$ cat src/rtl/fpu_issue.sv
// fpu_issue: queues decoded FP instructions, reads operands from the FP
// register file, hands one operation at a time to the FPU and retires the
// result into the register file or the condition flag.
`ifndef FPU_OP_WIDTH
`define FPU_OP_WIDTH 5
`endif

module fpu_issue #(
  parameter int unsigned     OP_W    = `FPU_OP_WIDTH,
  parameter int unsigned     TIMEOUT = 31,
  parameter logic [OP_W-1:0] OP_FCLT = OP_W'(6),
  parameter logic [OP_W-1:0] OP_FCZ  = OP_W'(7)
) (
  input  logic            clk,
  input  logic            rst,
  input  logic            req_valid,
  output logic            req_ready,
  input  logic [OP_W-1:0] req_op,
  input  logic [4:0]      req_rs1,
  input  logic [4:0]      req_rs2,
  input  logic [4:0]      req_rd,
  output logic [OP_W-1:0] fpu_operation,
  output logic [31:0]     fpu_x1,
  output logic [31:0]     fpu_x2,
  output logic            fpu_ready,
  input  logic            fpu_valid,
  input  logic [31:0]     fpu_y32,
  input  logic            fpu_y1,
  input  logic            ext_we,
  input  logic [4:0]      ext_waddr,
  input  logic [31:0]     ext_wdata,
  input  logic [4:0]      dbg_raddr,
  output logic [31:0]     dbg_rdata,
  output logic            cond,
  output logic            done,
  output logic            busy,
  output logic            timeout_err
);

  localparam int unsigned TW = (TIMEOUT < 2) ? 1 : $clog2(TIMEOUT);

  typedef struct packed {
    logic [OP_W-1:0] op;
    logic [4:0]      rs1;
    logic [4:0]      rs2;
    logic [4:0]      rd;
  } req_t;

  typedef enum logic [1:0] {S_IDLE, S_ISSUE, S_WB} state_t;

  state_t      state;
  req_t        q0;
  req_t        q1;
  req_t        req_new;
  logic [1:0]  cnt;
  logic [31:0] rf [32];
  logic [4:0]  rd_q;
  logic [31:0] y32_q;
  logic        y1_q;
  logic [TW-1:0] tcnt;
  logic        push;
  logic        pop;
  logic        is_cmp;
  logic        wb_we;

  assign req_new   = '{op: req_op, rs1: req_rs1, rs2: req_rs2, rd: req_rd};
  assign req_ready = (cnt != 2'd2);
  assign push      = req_valid && req_ready;
  assign pop       = (state == S_IDLE) && (cnt != 2'd0);
  assign busy      = (state != S_IDLE) || (cnt != 2'd0);
  assign dbg_rdata = rf[dbg_raddr];
  assign is_cmp    = (fpu_operation == OP_FCLT) || (fpu_operation == OP_FCZ);
  assign wb_we     = (state == S_WB) && !is_cmp;

  // Two-entry request FIFO; head always sits in q0.
  always_ff @(posedge clk) begin
    if (rst) begin
      cnt <= 2'd0;
      q0  <= '0;
      q1  <= '0;
    end else begin
      case ({push, pop})
        2'b10: begin
          if (cnt == 2'd0) q0 <= req_new;
          else             q1 <= req_new;
          cnt <= cnt + 2'd1;
        end
        2'b01: begin
          q0  <= q1;
          cnt <= cnt - 2'd1;
        end
        2'b11: q0 <= req_new;  // only possible with one entry: count unchanged
        default: ;
      endcase
    end
  end

  // Issue FSM: pop, hold operands while the FPU works, then retire.
  always_ff @(posedge clk) begin
    if (rst) begin
      state         <= S_IDLE;
      fpu_ready     <= 1'b0;
      fpu_operation <= '0;
      fpu_x1        <= '0;
      fpu_x2        <= '0;
      rd_q          <= '0;
      y32_q         <= '0;
      y1_q          <= 1'b0;
      tcnt          <= '0;
      done          <= 1'b0;
      cond          <= 1'b0;
      timeout_err   <= 1'b0;
    end else begin
      done <= 1'b0;
      case (state)
        S_IDLE: begin
          if (cnt != 2'd0) begin
            fpu_operation <= q0.op;
            fpu_x1        <= rf[q0.rs1];
            fpu_x2        <= rf[q0.rs2];
            rd_q          <= q0.rd;
            fpu_ready     <= 1'b1;
            tcnt          <= '0;
            state         <= S_ISSUE;
          end
        end
        S_ISSUE: begin
          if (fpu_valid) begin
            y32_q     <= fpu_y32;
            y1_q      <= fpu_y1;
            tcnt      <= '0;
            fpu_ready <= 1'b0;
            done      <= 1'b1;
            state     <= S_WB;
          end else if (tcnt == TW'(TIMEOUT - 1)) begin
            // FPU never answered: drop the operation without retiring it.
            timeout_err <= 1'b1;
            fpu_ready   <= 1'b0;
            tcnt        <= '0;
            state       <= S_IDLE;
          end else begin
            tcnt <= tcnt + TW'(1);
          end
        end
        S_WB: begin
          if (is_cmp) cond <= y1_q;
          state <= S_IDLE;
        end
        default: begin
          fpu_ready <= 1'b0;
          state     <= S_IDLE;
        end
      endcase
    end
  end

  // Register file: external port first so a same-address writeback wins.
  always_ff @(posedge clk) begin
    if (rst) begin
      for (int i = 0; i < 32; i++) rf[i] <= '0;
    end else begin
      if (ext_we) rf[ext_waddr] <= ext_wdata;
      if (wb_we)  rf[rd_q]      <= y32_q;
    end
  end

endmodule

$ cat config.mk
export PLATFORM = sky130hd
export DESIGN_NAME = fpu_issue
export DESIGN_NICKNAME = d
export VERILOG_FILES = /design/src/rtl/fpu_issue.sv
export SDC_FILE = /design/constraint.sdc
export NUM_CORES = 2
export LEC_CHECK = 0
export CAP_MARGIN = 30
export CORE_UTILIZATION = 35
export DETAILED_ROUTE_END_ITERATION = 16
export DONT_BUFFER_PORTS = 1
export MAX_ROUTING_LAYER = met4
export PLACE_DENSITY_LB_ADDON = 0.12
export REMOVE_ABC_BUFFERS = 1
export SETUP_SLACK_MARGIN = 0.4
export SLEW_MARGIN = 5
export SYNTH_ARGS = -nofsm -noshare
export SYNTH_HDL_FRONTEND = slang
export SYNTH_SLANG_ARGS = --single-unit
export TNS_END_PERCENT = 100
$ cat constraint.sdc
create_clock -name clk -period 4.02 [get_ports clk]
set_input_delay 0.804 -clock clk [delete_from_list [all_inputs] [get_ports clk]]
set_output_delay 0.804 -clock clk [all_outputs]
set_load 0.02 [all_outputs]
==> run summary <==
CTS Hold Bufs = 0
post-synthesis xor/xnor area fraction = 0.000680
net count of the finished layout = 7,580
cell-by-cell trace of the critical path = mux4_2 > mux4_2 > mux2_4
area fraction in compound gates after synthesis = 0.146
count of state elements after synthesis = 1,184
reported leakage power = 26.7 nW
worst-path maximum fanout = 256
Initial Util = 0.352
clock period minus final worst setup slack = 3.86 ns
die extent in x = 472 um
Synth Area in Adders = 0.000648
register-to-register setup slack = 0.57 ns
total of warnings raised by yosys = 0
sink count of the clock tree = 1,184
root buffer cell = sky130_fd_sc_hd__clkbuf_16
antenna violation net count after detailed routing = 0
routed length per instance = 36.9 um
Slew HR = 0.222
data required time of the critical path = 3.22 ns
count of endpoints failing hold in the final timing report = 0
final setup violation count = 0
final non-filler cell area = 0.0861 mm2
Buf/Inv on CP = 0
Total Wirelength = 387,000 um
Cell Rows = 172
wire length of the first global-routing pass = 525,000 um
crit-path most repeated cell = sky130_fd_sc_hd__mux4_2
number of synthesized flops with an enable pin = 1,024
max incr delay on CP = 0.85 ns
buffers added on ports = 0
FILL cells = 21.1k
die span in y = 472 um
R2R depth = 5
startpoint of the lowest-slack register-to-register path = fpu_operation[3]
Max Transition Viols Final = 0
number of global-route vias before repair = 61.8k
total die area = 0.223 mm2
cell type group with the largest total delay on the critical path = multiplexers
power per cell area = 582 mW/mm2
post-synthesis average cell area = 9.69 um2
share of the cycle needed by the critical path after routing = 0.959
CP Capture Type = primary output
Synth async-reset ratio = 0
number of instances on the worst hold path = 2
post-detailed-placement cell area = 0.0809 mm2
count of mapped cells out of synthesis = 7,974
final setup TNS = 0 ns
Hold Crit Start = fpu_y32[13]
fraction of final layout cells sized beyond drive strength 1 = 0.128
initial antenna violation count = 15
final core utilization = 0.392
start-to-end type of the worst setup path = in -> out
most common flop cell mapped by yosys = sky130_fd_sc_hd__edfxtp_1
post-synthesis simple-gate area fraction = 0.128
status = finished, final reports clean
pin count of the biggest net entering global routing = 257
Max Fclk = 259 MHz
post-synthesis mux area share = 0.233
via density per instance = 6.36
actual slew at the worst max-slew pin = 1.17 ns
synth unique cells = 40
launching element type of the critical path = input pin
RD Place Congestion = 0.898
setup repair after global routing missed its margin = true
CP arrival = 3.05 ns
DR vias = 66.7k
worst setup skew after layout = 0.0454 ns
hold_ws = 0.0891 ns
gr usage total = 0.349
I/O pin total = 207
Clock Pin Slew Worst Setup and Hold Paths = 0.06 ns
Max stage delay cell, worst path = sky130_fd_sc_hd__mux4_2
Min-Delay Path Class = in -> reg
total number of H-tree levels = 4
TritonCTS clock tree = yes
clock insertion delay at the later pin of the skew report = 0.85 ns
max-capacitance violation count = 0
terminus of the critical flop-to-flop path = rf[1][12]
sink of the worst hold path = y32_q[13]
combinational family with the most area after synthesis = multiplexers
largest voltage drop on the vdd net = 0.000847 V
router iterations before antenna repair = 7
synth-to-layout area growth = 11.4%
global-route congestion overflow total = 0
HPWL after DPL = 209,000 um
sequential fraction of the synthesis area = 0.440
total DRC errors in the routed layout = 0
Core ar. = 0.220 mm2
DRC violation total after the first TritonRoute iteration = 10.1k
maximum number of buffers from clock root to sink = 3
post-synthesis instance area = 0.0772 mm2
number of clock buffers inserted by TritonCTS = 151
-- cells by family (layout without fill, tap and decap cells) --
| family | after synthesis | in the layout |
|---|---|---|
| mux | 1397 | 1397 |
| buf+inv | 935 | 562 |
| xor+xnor | 6 | 6 |
| fa+ha+maj | 4 | 4 |
| compound gates | 1948 | 1948 |
| other cells | 0 | 17 |
| flops | 1184 | 1184 |
| simple gates | 2500 | 2500 |
-- how the worst max path moves through the flow --
stage / startpoint / endpoint / slack [ns] / cells after the start
floorplan: q0[10] / fpu_x1[11] / -14.56 / 5
global placement: dbg_raddr[0] / dbg_rdata[13] / 0.47 / 3
detailed placement: rst / rf[14][14] / 0.47 / 5
CTS: dbg_raddr[0] / dbg_rdata[1] / 0.44 / 3
global route: dbg_raddr[0] / dbg_rdata[13] / 0.34 / 3
finish: dbg_raddr[0] / dbg_rdata[21] / 0.16 / 3
-- report_power, final --
part           internal (mW)  switching, mW
Sequential              14.3           1.27
Combinational           7.50           12.8
Clock                   8.31           5.93
-- metal layers --
metal	vias up	wire, um	track usage
met3	996	42300	0.0887
met2	4447	167000	0.504
met5	-	0	-
li1	28200	-	-
met1	33100	155000	0.448
met4	0	22700	0.184
-- flip-flops by register name (all words and copies together) (netlist names), 2 cells and up --
register	count
q1	20
fpu_x1	32
state	2
fpu_operation	5
cnt	2
fpu_x2	32
q0	20
y32_q	32
rf	1024
tcnt	5
rd_q	5
-- per-stage QoR --
step	total power [mW]	std cells	setup WS, ns
5_1_grt	51.3	10500	0.339
4_1_cts	49.8	10500	0.441
3_3_place_gp	35.3	10200	0.470
2_1_floorplan	25.8	7043	-14.56
3_5_place_dp	35.6	10200	0.466
6_report	50.1	10500	0.164
-- synth_stat cells (3+ instances only) --
| library cell | number | area (um2) |
|---|---|---|
| sky130_fd_sc_hd__nand2_1 | 2190 | 8220 |
| sky130_fd_sc_hd__mux2i_1 | 1045 | 10500 |
| sky130_fd_sc_hd__edfxtp_1 | 1024 | 30700 |
| sky130_fd_sc_hd__o21ai_0 | 888 | 4440 |
| sky130_fd_sc_hd__clkbuf_1 | 710 | 2670 |
| sky130_fd_sc_hd__a22oi_1 | 512 | 3840 |
| sky130_fd_sc_hd__a21oi_1 | 323 | 1620 |
| sky130_fd_sc_hd__mux4_2 | 320 | 7210 |
| sky130_fd_sc_hd__nor2_1 | 163 | 612 |
| sky130_fd_sc_hd__dfxtp_1 | 160 | 3200 |
| sky130_fd_sc_hd__o21ai_1 | 139 | 696 |
| sky130_fd_sc_hd__a211oi_1 | 85 | 638 |
| sky130_fd_sc_hd__buf_4 | 75 | 563 |
| sky130_fd_sc_hd__or4_1 | 64 | 480 |
| sky130_fd_sc_hd__buf_2 | 63 | 315 |
| sky130_fd_sc_hd__buf_1 | 59 | 221 |
| sky130_fd_sc_hd__or3_1 | 34 | 213 |
| sky130_fd_sc_hd__mux2_2 | 32 | 360 |
| sky130_fd_sc_hd__buf_6 | 24 | 270 |
| sky130_fd_sc_hd__nor2b_1 | 7 | 43.8 |
| sky130_fd_sc_hd__nand2b_1 | 6 | 37.5 |
| sky130_fd_sc_hd__nand3b_1 | 6 | 45.0 |
| sky130_fd_sc_hd__nor3b_1 | 6 | 45.0 |
| sky130_fd_sc_hd__nand3_1 | 5 | 25.0 |
| sky130_fd_sc_hd__nand4_1 | 5 | 31.3 |
| sky130_fd_sc_hd__ha_1 | 4 | 50.1 |
| sky130_fd_sc_hd__xor2_1 | 4 | 35.0 |
| sky130_fd_sc_hd__inv_1 | 3 | 11.3 |
-- cells in the final DEF, fill, tap and decap left out, types with 5 or more instances in the layout --
master	synthesis	final
sky130_fd_sc_hd__buf_12	0	92
sky130_fd_sc_hd__mux4_2	320	320
sky130_fd_sc_hd__buf_4	75	179
sky130_fd_sc_hd__or3_4	0	32
sky130_fd_sc_hd__a22oi_1	512	512
sky130_fd_sc_hd__dfxtp_1	160	157
sky130_fd_sc_hd__nand4_1	5	5
sky130_fd_sc_hd__clkinv_2	0	23
sky130_fd_sc_hd__clkbuf_1	710	44
sky130_fd_sc_hd__nand3_1	5	5
sky130_fd_sc_hd__a211oi_1	85	85
sky130_fd_sc_hd__diode_2	0	17
sky130_fd_sc_hd__mux2_2	32	18
sky130_fd_sc_hd__edfxtp_1	1024	1024
sky130_fd_sc_hd__clkbuf_8	0	20
sky130_fd_sc_hd__o21ai_1	139	141
sky130_fd_sc_hd__inv_6	0	8
sky130_fd_sc_hd__nand2_1	2190	2188
sky130_fd_sc_hd__clkbuf_16	0	157
sky130_fd_sc_hd__mux2_4	0	14
sky130_fd_sc_hd__nand3b_1	6	6
sky130_fd_sc_hd__clkinv_1	1	9
sky130_fd_sc_hd__or4_1	64	64
sky130_fd_sc_hd__o21ai_0	888	886
sky130_fd_sc_hd__a21oi_1	323	323
sky130_fd_sc_hd__nor2_4	0	63
sky130_fd_sc_hd__bufinv_16	0	12
sky130_fd_sc_hd__buf_16	0	8
sky130_fd_sc_hd__nor2_1	163	100
sky130_fd_sc_hd__mux2i_1	1045	1045
-- worst register-to-register path: cells and delay by family, from the launching register on --
kind | cells | cell delay [ns]
simple gates | 4 | 2.22
flops | 1 | 0.46
buf+inv | 1 | 0.45
-- cell type report --
cell class,instances,area [um2],share of cell area
clock inverter,57,647,0.00751
tap,2871,3590,0.0417
clock buffer,221,4370,0.0508
sequential,1184,34000,0.395
inverter,4,20.0,0.000233
antenna,17,42.5,0.000494
multi-input combinational,5855,40000,0.465
timing repair buffer,280,3420,0.0397
-- repair_timing --
item | CTS | global route
setup endpoints to repair | 0 | 14
buffers inserted | 0 | 0
gates resized for setup | 0 | 14
endpoints found under the hold margin | 0 | 0
No activity file was read; power rests on OpenSTA's default activity.
